--- config.mk ---
export PLATFORM = sky130hd
export DESIGN_NAME = stage_sequencer
export DESIGN_NICKNAME = d
export VERILOG_FILES = /design/src/rtl/stage_sequencer.sv
export SDC_FILE = /design/constraint.sdc
export NUM_CORES = 1
export LEC_CHECK = 0
export BUFFER_PORTS_ARGS = -buffer_cell sky130_fd_sc_hd__buf_4
export CAP_MARGIN = 15
export CORE_UTILIZATION = 45
export CTS_CLUSTER_SIZE = 20
export DETAILED_ROUTE_END_ITERATION = 6
export HOLD_SLACK_MARGIN = 0.02
export PLACE_DENSITY = 0.79
export SLEW_MARGIN = 30
export SYNTH_ARGS = -nofsm -noshare
export SYNTH_HDL_FRONTEND = slang
export SYNTH_SLANG_ARGS = --single-unit
export TNS_END_PERCENT = 30
--- constraint.sdc ---
create_clock -name clk -period 2.3 [get_ports clk]
set_clock_uncertainty 0.1 [all_clocks]
set_input_delay 0.345 -clock clk [delete_from_list [all_inputs] [get_ports clk]]
set_output_delay 0.345 -clock clk [all_outputs]
set_load 0.1 [all_outputs]
--- src/rtl/stage_sequencer.sv ---
// stage_sequencer: one-hot FETCH/REGFETCH/EXECUTE/DATAMEM/WRITEBACK strobe controller with a timed memory handshake.
// Latency: 4 cycles per instruction, plus n DATAMEM cycles for executed loads/stores; back-to-back issue has no bubble.
// Backpressure: a low mem_ack holds DATAMEM for up to MEM_TIMEOUT cycles, then HALT; optional `SINGLE_STEP_EN adds step_req.
module stage_sequencer #(
    parameter int MEM_TIMEOUT = 15,
    parameter int CNT_W       = 16
) (
    input  logic             clk,
    input  logic             nreset,
    input  logic             run,
    input  logic             is_mem,
    input  logic             is_branch,
    input  logic             cond_pass,
    input  logic             mem_ack,
`ifdef SINGLE_STEP_EN
    input  logic             step_req,
`endif
    output logic             fetch_go,
    output logic             regfetch_go,
    output logic             execute_go,
    output logic             datamem_go,
    output logic             writeback_go,
    output logic             mem_req,
    output logic             reg_write_en,
    output logic             pc_write_en,
    output logic             branch_take,
    output logic             mem_timeout,
    output logic [2:0]       state,
    output logic [CNT_W-1:0] instr_count,
    output logic [CNT_W-1:0] stall_count
);

    typedef enum logic [2:0] {
        S_FETCH     = 3'b000,
        S_REGFETCH  = 3'b001,
        S_EXECUTE   = 3'b010,
        S_DATAMEM   = 3'b011,
        S_WRITEBACK = 3'b100,
        S_HALT      = 3'b101,
        S_IDLE      = 3'b110
    } state_t;

    state_t     cur, nxt;
    logic       mem_l, br_l, pass_l;
    logic [7:0] wait_cnt;
    logic       stall_cyc, expire;
    logic       step_l;

    // wait_cnt holds the number of ack-low cycles already spent in this DATAMEM visit
    assign stall_cyc = (cur == S_DATAMEM) && !mem_ack;
    assign expire    = stall_cyc && (wait_cnt == 8'(MEM_TIMEOUT - 1));
    assign state     = cur;

    always_comb begin
        nxt = cur;
        case (cur)
            S_IDLE: begin
                if (run) begin
                    nxt = S_FETCH;
                end
`ifdef SINGLE_STEP_EN
                else if (step_req) begin
                    nxt = S_FETCH;
                end
`endif
            end
            S_FETCH:    nxt = S_REGFETCH;
            S_REGFETCH: nxt = S_EXECUTE;
            S_EXECUTE:  nxt = (mem_l && cond_pass) ? S_DATAMEM : S_WRITEBACK;
            S_DATAMEM: begin
                if (mem_ack) begin
                    nxt = S_WRITEBACK;
                end else if (expire) begin
                    nxt = S_HALT;
                end
            end
            S_WRITEBACK: begin
                nxt = run ? S_FETCH : S_IDLE;
`ifdef SINGLE_STEP_EN
                if (step_l) begin
                    nxt = S_IDLE;
                end
`endif
            end
            S_HALT:  nxt = S_HALT;
            default: nxt = S_IDLE;
        endcase
    end

    always_comb begin
        fetch_go     = 1'b0;
        regfetch_go  = 1'b0;
        execute_go   = 1'b0;
        datamem_go   = 1'b0;
        writeback_go = 1'b0;
        mem_req      = 1'b0;
        reg_write_en = 1'b0;
        pc_write_en  = 1'b0;
        branch_take  = 1'b0;
        case (cur)
            S_FETCH:    fetch_go    = 1'b1;
            S_REGFETCH: regfetch_go = 1'b1;
            S_EXECUTE:  execute_go  = 1'b1;
            S_DATAMEM: begin
                mem_req    = 1'b1;
                datamem_go = mem_ack;
            end
            S_WRITEBACK: begin
                writeback_go = 1'b1;
                pc_write_en  = 1'b1;
                reg_write_en = pass_l && !br_l;
                branch_take  = pass_l && br_l;
            end
            default: ;
        endcase
    end

    always_ff @(posedge clk) begin
        if (nreset) begin
            cur         <= S_IDLE;
            mem_l       <= 1'b0;
            br_l        <= 1'b0;
            pass_l      <= 1'b0;
            wait_cnt    <= 8'd0;
            mem_timeout <= 1'b0;
            instr_count <= '0;
            stall_count <= '0;
            step_l      <= 1'b0;
        end else begin
            cur <= nxt;
            if (cur == S_REGFETCH) begin
                mem_l <= is_mem;
                br_l  <= is_branch;
            end
            if (cur == S_EXECUTE) begin
                pass_l <= cond_pass;
            end
            wait_cnt <= stall_cyc ? wait_cnt + 8'd1 : 8'd0;
            if (expire) begin
                mem_timeout <= 1'b1;
            end
            if (stall_cyc && (stall_count != '1)) begin
                stall_count <= stall_count + CNT_W'(1);
            end
            if ((cur == S_WRITEBACK) && (instr_count != '1)) begin
                instr_count <= instr_count + CNT_W'(1);
            end
`ifdef SINGLE_STEP_EN
            // a stepped instruction remembers it must park in IDLE after WRITEBACK
            if (cur == S_IDLE) begin
                step_l <= !run && step_req;
            end
`else
            step_l <= 1'b0;
`endif
        end
    end

endmodule

=== After elaboration in Yosys (flattened, before gate mapping) ===
Index checks and enable logic that the tools add are counted.

* Add/subtract/negate cells: 3
* $mul: 0
* Div/mod/pow operators: 0
* Order comparisons: 0
* Equality and inequality tests: 11
* Shifts and indexed selects: 0
* Mux-type cells: 14
* Bitwise logic cells: 1
* Reductions and logical operators: 12

{| class="wikitable"
|+ Operators with widths
! operator !! count
|-
| $add A16 B1 Y16 const B || 2
|-
| $ne A16 B16 Y1 const B || 2
|-
| $pmux W3 S7 || 1
|-
| $mux W3 || 5
|-
| $eq A3 B3 Y1 const B || 3
|-
| $add A8 B1 Y8 const B || 1
|-
| $eq A8 B4 Y1 const B || 1
|-
| $mux W1 || 8
|-
| $logic_and A1 B1 Y1 || 7
|-
| $eq A3 B2 Y1 const B || 2
|-
| $eq A3 B1 Y1 const B || 1
|-
| $logic_not A3 Y1 || 1
|-
| $ne A3 B3 Y1 const B || 1
|-
| $logic_not A1 Y1 || 2
|-
| $ne A2 B2 Y1 const B || 1
|-
| $reduce_and A2 Y1 || 1
|-
| $reduce_or A2 Y1 || 1
|-
| $not A1 Y1 || 1
|}

* Register bits: 47
* Latch bits: 0
* Memory bits (writable): 0
* Memory bits (read-only): 0
* Input bits: 7
* Logic and storage cells: 49
* Memories kept: 0

=== Depth between registers and ports, before layout ===
* Word-level depth: 6
* Depth in mapped cells: 6
* Gate-level depth less buffers: 6

=== Worst setup path before layout ===
Ideal clock, no wire load.

* Path type: register -> register
* Start: reg cur[1], in the netlist state[1]
* End: reg pass_l
* Data arrival time: 4.028 ns
* Data required time: 2.072 ns
* Setup slack: -1.956 ns
* Stages on the path, launching flop included: 5
* Buffers on the path: 1
* Period minus slack after synthesis: 4.256 ns
* Cell sequence: dfxtp_1 -> clkbuf_1 -> nor3b_1 -> mux2i_1 -> nor2_1

* Cells in the longest elaborated chain, start to end: 1

{| class="wikitable"
|+ Ends and longest elaborated chain
! item !! RTL line !! source
|-
| start, declared || 43 || <nowiki>state_t cur, nxt;</nowiki>
|-
| start signal, assigned || 130 || <nowiki>cur <= nxt;</nowiki>
|-
| $eq A3 B2 Y1 || 135 || <nowiki>if (cur == S_EXECUTE) begin</nowiki>
|-
| end signal, assigned || 136 || <nowiki>pass_l <= cond_pass;</nowiki>
|-
| end, declared || 44 || <nowiki>logic mem_l, br_l, pass_l;</nowiki>
|}

Every way passes these cells.
A chain may end at the register's enable or synchronous reset.

=== Worst setup path in the final report ===
* Start: reg cur[0], in the netlist state[0]
* End: out reg_write_en

* Cells in the longest elaborated chain, start to end: 2

{| class="wikitable"
|+ Ends and longest elaborated chain
! item !! RTL line !! source
|-
| $eq A3 B3 Y1 || 100 || <nowiki>case (cur)</nowiki>
|-
| $mux W1 || 100 ||
|-
| end, declared || 24 || <nowiki>output logic reg_write_en,</nowiki>
|}

Every way passes these cells.

==> summary.md <==
| Metric | Value |
|---|---|
| Outcome | `finished clean` |
| Max-slew violations | `0` |
| Avg Cell Area, Syn | `8.31 um2` |
| Data arrival, critical path | `1.73 ns` |
| Number of global-route vias before repair | `2,065` |
| Die height | `75.7 um` |
| Sink Count | `47` |
| Routed Antenna Nets | `0` |
| Cts repair resizes | `0` |
| Setup ws final | `0.124 ns` |
| Clock latency on the worst-skew pair | `0.30 ns` |
| Most common flop cell mapped by yosys | `dfxtp_1` |
| Iteration-0 DRC Markers | `111` |
| Vias/cell | `5.72` |
| Largest net degree at the start of global routing | `51` |
| H-tree Lvls | `2` |
| Pwr Total | `1.90 mW` |
| Final min period | `2.18 ns` |
| DR WL/cell | `13.4 um` |
| Post-DP HPWL | `4020 um` |
| Worst reg2reg setup slack | `0.23 ns` |
| RSZ-0062 raised after global routing | `no` |
| R2R Path Start | `state[0]$_SDFFE_PP0P_` |
| R2R cell count | `4` |
| Seq cells post-synth | `47` |
| Slew headroom | `51.2%` |
| CTS Hold Bufs | `0` |
| Yosys Warn Count | `0` |
| CTS max path bufs | `2` |
| Tcrit/Tclk final | `94.6%` |
| Met2 Usage GRT | `37.1%` |
| Hold_ws | `0.182 ns` |
| Clk Tree Root Cell | `clkbuf_8` |
| Hold Vio Cnt, Final | `0` |
| Post-route DRC | `0` |
| Post-CTS Setup Bufs | `0` |
| Cell Area, Synth | `0.00244 mm2` |
| Met3 Track Usage GR | `4.76%` |
| Routed Wire Length | `5590 um` |
| Setup TNS | `0 ns` |
| Register area share after synthesis | `38.5%` |
| Gr usage total | `21.2%` |
| DR vias | `2,393` |
| Fmax | `460 MHz` |
| Reg-to-reg endpoint | `instr_count[10]$_SDFFE_PP0P_` |
| Worst setup EP type | `primary output` |
| CP Launch Type | `flip-flop` |
| Core Area | `0.00517 mm2` |
| Dpl cell area | `0.00301 mm2` |
| Ports | `52` |
| Finished Cell Area | `0.00314 mm2` |
| Grt ovf | `0` |
| Worst hold endpoint | `mem_l$_SDFFE_PP0P_` |
| Die Wd | `75.7 um` |
| DRT Pass-1 Iters | `7` |
| Final setup viols | `0` |
| GR peak layer | `met2` |
| Cells on Worst Hold Path | `3` |
| Syn nets | `305` |
| Worst EP required | `1.86 ns` |
| Setup WS pre-CTS | `0.249 ns` |
| Die area | `0.00573 mm2` |
| Layout Nets | `358` |
| Tightest Pin Transition | `0.725 ns` |
| Area grow syn2layout | `28.6%` |
| PortBufs | `51` |
| Distinct cells, synth | `45` |
| Number of flops mapped to enable cells by yosys | `0` |
| CP max FO | `16` |
| CTS tree | `done` |
| CTS buffer count | `5` |
| CP Class | `flip-flop to primary output` |
| Non-filler cells, final | `418` |
| Antenna violations before repair | `0` |
| Final GP Congestion | `0.835` |
| Clk pin slew, worst setup/hold paths | `0.09 ns` |
| Starting Density | `47.2%` |
| PwrDens | `604 mW/mm2` |
| HP Class | `input port to flip-flop` |
| Share of cells above drive strength 1 | `29.6%` |
| First-pass GRT wire length | `9230 um` |
| Placed cells | `410` |
| P_leak | `1.17 nW` |
| Asr flop ratio synth | `0%` |
| Fin util | `60.8%` |
| Max_cap viols | `0` |
| Site Rows | `26` |
| Met1 GRT Util | `26.3%` |
| Worst Hold Launch | `is_mem` |
| Gate Count Post-Synth | `294` |
| VDD IR max | `0.301 mV` |
| Antenna cells | `0` |
metal layers:
metal	up-vias	part of all wire, %
li1	1209	-
met1	1110	46
met2	70	48
met3	4	5.0
met4	0	0.82
met5	-	0
layout make-up:
type                       instances  area (um2)
clock inverter                     2        60.1
fill                             457        2030
inverter                           6        30.0
clock buffer                       6        72.6
timing repair buffer              59         443
tap                               70        87.6
sequential                        47         976
multi-input combinational        228        1470
cell usage in the layout, fill, tap and decap left out, types with 8 or more instances in the layout:
| cell | count |
|---|---|
| nor2_1 | 28 |
| nand2_1 | 17 |
| buf_4 | 59 |
| dfxtp_1 | 25 |
| o21ai_0 | 10 |
| o31ai_1 | 11 |
| nand3_1 | 11 |
| nand4_1 | 12 |
| a21oi_1 | 28 |
| dfxtp_2 | 19 |
| or4_1 | 9 |
| nor2b_1 | 8 |
critical path, stage by stage, from the launching register on:
cell and delay, ns:
dfxtp_4 0.41, or3b_4 0.46, inv_8 0.10, nand2_1 0.08
nor2_4 0.10, buf_4 0.28
power breakdown:
part / internal [mW] / total, mW / switching, mW
Clock: 0.435 / 0.712 / 0.277
Sequential: 0.829 / 0.861 / 0.0317
Combinational: 0.0903 / 0.327 / 0.236
Total: 1.35 / 1.90 / 0.545
worst max path at each step:
stage                                      start                           end  slack (ns)
floorplan           stall_count[11]$_SDFFE_PP0P_   stall_count[0]$_SDFFE_PP0P_       -0.14
global placement           state[0]$_SDFFE_PP0P_  instr_count[10]$_SDFFE_PP0P_        0.29
detailed placement         state[0]$_SDFFE_PP0P_   instr_count[8]$_SDFFE_PP0P_        0.25
CTS                        state[0]$_SDFFE_PP0P_                  reg_write_en        0.11
global route               state[0]$_SDFFE_PP0P_                  reg_write_en        0.04
finish                     state[0]$_SDFFE_PP0P_                  reg_write_en        0.12
registers in the layout, indices dropped and copies added (netlist names):
name / count
pass_l: 1
stall_count: 16
br_l: 1
mem_l: 1
wait_cnt: 8
mem_timeout: 1
instr_count: 16
state: 3
cells in the mapped netlist (all sizes together) (8+ instances only):
library cell	instances	area [um2]
a21oi	28	140
and3	8	50.1
clkbuf	9	33.8
dfxtp	47	941
nand2	17	63.8
nand3	11	55.1
nand4	12	75.1
nor2	29	109
nor2b	8	50.1
o21ai	10	50.1
o31ai	11	82.6
or4	9	67.6
cells by family after synthesis:
group,count (synthesis),share of synthesized area (%)
simple gates,147,34.7
compound gates,61,15.1
flops,47,38.5
buf+inv,19,3.17
mux,10,4.35
xor+xnor,6,2.15
fa+ha+maj,4,2.05
No activity file was read; power rests on OpenSTA's default activity.
